**config.mk**
```make
export PLATFORM = sky130hd
export DESIGN_NAME = uart_tx_arbiter
export DESIGN_NICKNAME = d
export VERILOG_FILES = /design/src/rtl/uart_tx_arbiter_pkg.sv /design/src/rtl/uart_tx_arbiter_rr_pick.sv /design/src/rtl/uart_tx_arbiter.sv
export SDC_FILE = /design/constraint.sdc
export NUM_CORES = 1
export LEC_CHECK = 0
export BUFFER_PORTS_ARGS = -buffer_cell sky130_fd_sc_hd__buf_2
export CAP_MARGIN = 20
export CORE_MARGIN = 4
export CORE_UTILIZATION = 30
export CTS_CLUSTER_SIZE = 16
export DETAILED_ROUTE_END_ITERATION = 6
export SYNTH_ARGS = -nofsm -noshare
export SYNTH_HDL_FRONTEND = slang
export SYNTH_SLANG_ARGS = --single-unit
```
**constraint.sdc**
```tcl
create_clock -name clk -period 1.6 [get_ports clk]
set_clock_uncertainty 0.15 [all_clocks]
set_input_delay 0.32 -clock clk [delete_from_list [all_inputs] [get_ports clk]]
set_output_delay 0.32 -clock clk [all_outputs]
set_load 0.05 [all_outputs]
```
**src/rtl/uart_tx_arbiter_pkg.sv**
```systemverilog
// Shared types and constants for the UART transmit arbiter.
// The CR/LF bytes are used only when UART_TX_ARBITER_CRLF_EN is defined.
package uart_tx_arbiter_pkg;

    typedef enum logic [2:0] {
        ST_IDLE,
        ST_GRANT,
        ST_SEND,
        ST_WAIT_HI,
        ST_WAIT_LO
    } arb_state_t;

    localparam logic [7:0] CR_BYTE = 8'h0D;
    localparam logic [7:0] LF_BYTE = 8'h0A;

endpackage

```
**src/rtl/uart_tx_arbiter_rr_pick.sv**
```systemverilog
// Combinational round-robin selector: the first requester after the last owner wins.
module txarb_rr_pick
    import uart_tx_arbiter_pkg::*;
#(
    parameter int NREQ  = 2,
    parameter int IDX_W = 1
) (
    input  logic [NREQ-1:0]  i_req,
    input  logic [IDX_W-1:0] i_last_owner,
    output logic [NREQ-1:0]  o_pick
);

    logic [IDX_W-1:0] w_idx;
    logic             w_found;

    always_comb begin
        o_pick  = '0;
        w_found = 1'b0;
        w_idx   = '0;
        // k runs 1..NREQ so the last owner itself is checked last
        for (int k = 1; k <= NREQ; k++) begin
            w_idx = IDX_W'((32'(i_last_owner) + 32'(k)) % 32'(NREQ));
            if (!w_found && i_req[w_idx]) begin
                o_pick[w_idx] = 1'b1;
                w_found       = 1'b1;
            end
        end
    end

endmodule

```
**src/rtl/uart_tx_arbiter.sv**
```systemverilog
// Message-granular round-robin arbiter feeding one UART transmitter core.
// Define UART_TX_ARBITER_CRLF_EN to append CR then LF after every message.
//
// state    | meaning
// IDLE     | no owner; waiting for any req_valid
// GRANT    | owner locked; waiting for a byte and an idle transmitter
// WAIT_HI  | tx_start just issued; transmitter raising tx_busy
// WAIT_LO  | byte in flight; waiting for tx_busy to fall
// SEND     | message finished; record last owner and release the grant
module uart_tx_arbiter
    import uart_tx_arbiter_pkg::*;
#(
    parameter int NREQ   = 2,
    parameter int DATA_W = 8
) (
    input  logic                   clk,
    input  logic                   reset_n,
    input  logic [NREQ-1:0]        req_valid,
    input  logic [NREQ*DATA_W-1:0] req_data,
    input  logic [NREQ-1:0]        req_last,
    output logic [NREQ-1:0]        req_ready,
    output logic [NREQ-1:0]        grant,
    output logic                   tx_start,
    output logic [DATA_W-1:0]      tx_byte,
    input  logic                   tx_busy,
    output logic                   arb_idle
);

    localparam int IDX_W = (NREQ > 1) ? $clog2(NREQ) : 1;

    arb_state_t          r_state;
    logic [NREQ-1:0]     r_grant;
    logic [NREQ-1:0]     r_req_ready;
    logic                r_tx_start;
    logic [DATA_W-1:0]   r_tx_byte;
    logic                r_arb_idle;
    logic [IDX_W-1:0]    r_last_owner;
    logic                r_last_byte;
`ifdef UART_TX_ARBITER_CRLF_EN
    logic [1:0]          r_crlf_step;
`endif

    logic [NREQ-1:0]     w_pick;
    logic [IDX_W-1:0]    w_owner;
    logic                w_owner_valid;
    logic                w_owner_last;
    logic [DATA_W-1:0]   w_owner_data;

    txarb_rr_pick #(
        .NREQ  (NREQ),
        .IDX_W (IDX_W)
    ) u_rr_pick (
        .i_req        (req_valid),
        .i_last_owner (r_last_owner),
        .o_pick       (w_pick)
    );

    always_comb begin
        w_owner       = '0;
        w_owner_valid = 1'b0;
        w_owner_last  = 1'b0;
        w_owner_data  = '0;
        for (int i = 0; i < NREQ; i++) begin
            if (r_grant[i]) begin
                w_owner       = IDX_W'(i);
                w_owner_valid = req_valid[i];
                w_owner_last  = req_last[i];
                w_owner_data  = req_data[i*DATA_W +: DATA_W];
            end
        end
    end

    always_ff @(posedge clk or negedge reset_n) begin
        if (!reset_n) begin
            r_state      <= ST_IDLE;
            r_grant      <= '0;
            r_req_ready  <= '0;
            r_tx_start   <= 1'b0;
            r_tx_byte    <= '0;
            r_arb_idle   <= 1'b1;
            r_last_owner <= IDX_W'(NREQ - 1);
            r_last_byte  <= 1'b0;
`ifdef UART_TX_ARBITER_CRLF_EN
            r_crlf_step  <= 2'd0;
`endif
        end else begin
            r_tx_start  <= 1'b0;
            r_req_ready <= '0;
            case (r_state)
                ST_IDLE: begin
                    if (|req_valid) begin
                        r_grant    <= w_pick;
                        r_arb_idle <= 1'b0;
                        r_state    <= ST_GRANT;
                    end
                end
                ST_GRANT: begin
`ifdef UART_TX_ARBITER_CRLF_EN
                    if (r_crlf_step != 2'd0) begin
                        if (!tx_busy) begin
                            r_tx_start <= 1'b1;
                            r_tx_byte  <= (r_crlf_step == 2'd1) ? DATA_W'(CR_BYTE) : DATA_W'(LF_BYTE);
                            r_state    <= ST_WAIT_HI;
                        end
                    end else
`endif
                    if (w_owner_valid && !tx_busy) begin
                        r_tx_start  <= 1'b1;
                        r_req_ready <= r_grant;
                        r_tx_byte   <= w_owner_data;
                        r_last_byte <= w_owner_last;
                        r_state     <= ST_WAIT_HI;
                    end
                end
                ST_WAIT_HI: begin
                    r_state <= ST_WAIT_LO;
                end
                ST_WAIT_LO: begin
                    if (!tx_busy) begin
                        if (r_last_byte) begin
`ifdef UART_TX_ARBITER_CRLF_EN
                            // grant stays locked through the appended CR and LF
                            if (r_crlf_step == 2'd2) begin
                                r_crlf_step <= 2'd0;
                                r_state     <= ST_SEND;
                            end else begin
                                r_crlf_step <= r_crlf_step + 2'd1;
                                r_state     <= ST_GRANT;
                            end
`else
                            r_state <= ST_SEND;
`endif
                        end else begin
                            r_state <= ST_GRANT;
                        end
                    end
                end
                ST_SEND: begin
                    r_last_owner <= w_owner;
                    r_grant      <= '0;
                    r_arb_idle   <= 1'b1;
                    r_last_byte  <= 1'b0;
                    r_state      <= ST_IDLE;
                end
                default: begin
                    r_state <= ST_IDLE;
                end
            endcase
        end
    end

    assign req_ready = r_req_ready;
    assign grant     = r_grant;
    assign tx_start  = r_tx_start;
    assign tx_byte   = r_tx_byte;
    assign arb_idle  = r_arb_idle;

endmodule
```
==> run metrics <==
status=complete, but fails checks; failing checks=negative setup slack; maximum clock path buffer count=2; Remaining DRCs=0; Layout Cells excl Fill=156; Setup WS post-layout=-101 ps; largest net degree at the start of global routing=20; VDD IR max=0.251 mV; post-synthesis compound-gate area fraction=0.173; Die H=63.5 um; fin util=0.464; met3 routed WL=85 um; drt total wl=approximately 2.2 mm; Worst slew margin=0.708; worst path arrival time=1730 ps; Die Area=slightly above 4000 sq um; placed cells=150; initial antenna violation count=0; I/O pin cnt=37; Layout area overhead=43.5%; via count=766; count of endpoints failing setup in the final report=9; f_max=between 0.5 and 0.6 GHz; worst setup path class=reg -> reg; Die X=63.5 um; leak pwr=slightly below 0.7 nW; crit end category=register; hold-critical path depth=3; highest routed layer=met3; sequential-to-total area share from yosys stat=0.518; critical path, cell by cell=nand3b_4 > a2111oi_4 > buf_4 > mux2_4; CTS buffer count=3; RSZ-0062 raised after global routing=true; critical path peak fanout=5; root buffer cell=clkbuf_4; std cell rows=19; startpoint types=register; hpwl dp=1.63 mm; worst hold path class=in -> reg; worst reg-to-reg path cell count=4; TritonCTS Sinks=19; max-cap violations=0; TritonRoute pass-1 iters=4; Cells after Synth=between 70 and 80; #FFs+latches synth=19; routed wl met2=~1.2 mm; leading cell type in the layout, fill and taps excluded=buf_2; drt wl/cell=14.2 um; worst slew pin tran=437 ps; grt ovf=0; first-pass GRT wire length=3.50 mm; minimum clock period=roughly 1700 ps; metal1 wirelength=965 um; Layout fillers=between 200 and 300; post-synthesis mux area share=0.131; Synth Warn #=0; most frequent cells in the layout=buf_2 (34), dfrtp_1 (16), buf_4 (14); Initial DRC Count=20; Syn Nets=between 90 and 100; power per cell area=approximately 580 nW/um^2; GR Util All Layers=0.108; flop2flop setup slack=-100 ps; Via density=4.91; CTS clk-pin slew, worst paths=110 ps; layout cells sized above 1=0.592; Post-Synth Adder-Cell Area=0; top post-synthesis cells by area=dfrtp_1 (46%), mux2_2 (11%), a22o_1 (6.6%); vias in the first global route=781; Simple-Gate Fraction of Synth Area=0.144; post-route ant nets=0; Initial Utilization=0.324; number of antenna diodes=0; leading area contributor after synthesis=dfrtp_1; Req. time, crit path=1630 ps; Synth Area per Inst=between 10 and 15 sq um; critical path's largest stage delay=410 ps; core area=2850 sq um; synth unique cells=30; Nets=around 150; synthesized area=923 sq um; Synth Area in XOR/XNOR=0; fin crit share=1.06; Setup Slack @ Placement=-125 ps; fin. max-slew vios=0; Hold Violations, Final=0; Port Buf Inserts=36; Setup TNS=-786 ps; CTS H-tree lvls=1; clk_lat worst skew=around 290 ps; main combinational cell family by area after synthesis=compound AO/OA/AOI/OAI gates; highest-delay cell along the critical path=dfrtp_1; CTS tree=done; Synth top area share=0.461; GPL Wtd Cong=0.752
registers in the layout, summed over array words and instances, names as in the netlist:
name,flops
tx_byte,8
r_last_byte,1
r_last_owner,1
tx_start,1
grant,2
arb_idle,1
r_state,3
req_ready,2
synth_stat cells, drive strengths merged:
master   instances
nor2b            1
mux2i            2
o21ai            3
a22o             7
or3              1
a2111oi          1
or3b             1
nor3             1
buf              3
and2             1
a21oi            1
a22oi            1
nor2             3
o21a             1
o31ai            1
nand2            6
nand3b           2
clkbuf           2
and3b            1
mux2             9
dfrtp           17
dfstp            2
a221oi           1
a32o             2
nand2b           2
nor4             1
where the power goes:
part	internal (mW)	switching (mW)	total, mW
clock network	0.0967	0.145	0.241
registers	0.480	0	0.480
logic	0.0264	0.0255	0.0518
total	0.603	0.170	0.773
path summary, 6_finish.rpt:
| path | from | to |
|---|---|---|
| min reg2reg | arb_idle | arb_idle |
| max | grant[1] | tx_byte[7] |
| min | req_last[0] | r_last_byte |
| min in group asynchronous | reset_n | req_ready[1] |
| max reg2reg | grant[1] | tx_byte[7] |
| max in group asynchronous | reset_n | r_last_owner |
per-stage QoR:
step | total power, mW | area (sq um) | hold slack (ps)
2_1_floorplan | 0.492 | 925 | -126
3_3_place_gp | 0.539 | 1220 | 135
3_5_place_dp | 0.540 | 1220 | 132
4_1_cts | 0.779 | 1270 | 170
5_1_grt | 0.801 | 1330 | 205
6_report | 0.773 | 1330 | 173
cell families (layout without fill, tap and decap cells):
kind of cell | Yosys count | in the layout
buffers and inverters | 5 | 57
DFF | 19 | 19
and+or+nand+nor | 20 | 20
muxes | 11 | 11
AOI/OAI and AO/OA | 18 | 18
cell type report:
| type | count | area [sq um] | share of cell area |
|---|---|---|---|
| clock buffers | 4 | 26.3 | 0.0198 |
| multi-input cells | 49 | 447 | 0.337 |
| flip-flops and latches | 19 | 479 | 0.362 |
| well taps | 31 | 38.8 | 0.0293 |
| repair buffers | 53 | 334 | 0.252 |
layer usage:
metal,vias to the layer above,global-route usage
met1,374,0.126
met4,0,0.0404
met5,-,0
met2,18,0.188
li1,374,-
met3,0,0.0284
worst max-delay path: cells and delay by family (launching register included):
family	cells	cell delay, ps
multiplexers	1	300
buffers and inverters	1	210
AND/OR/NAND/NOR	1	170
flip-flops	1	410
AO/OA/AOI/OAI	1	350
timing repair:
item                                    in CTS  in global routing
gates resized for setup                      6                 11
pin swaps                                    0                  1
cloned                                       0                  1
buffers inserted                             0                  1
endpoints found under the setup margin      11                 11
hold endpoints to repair                    17                  0
hold buffers                                 1                  0
(Power assumes the default switching activity.)
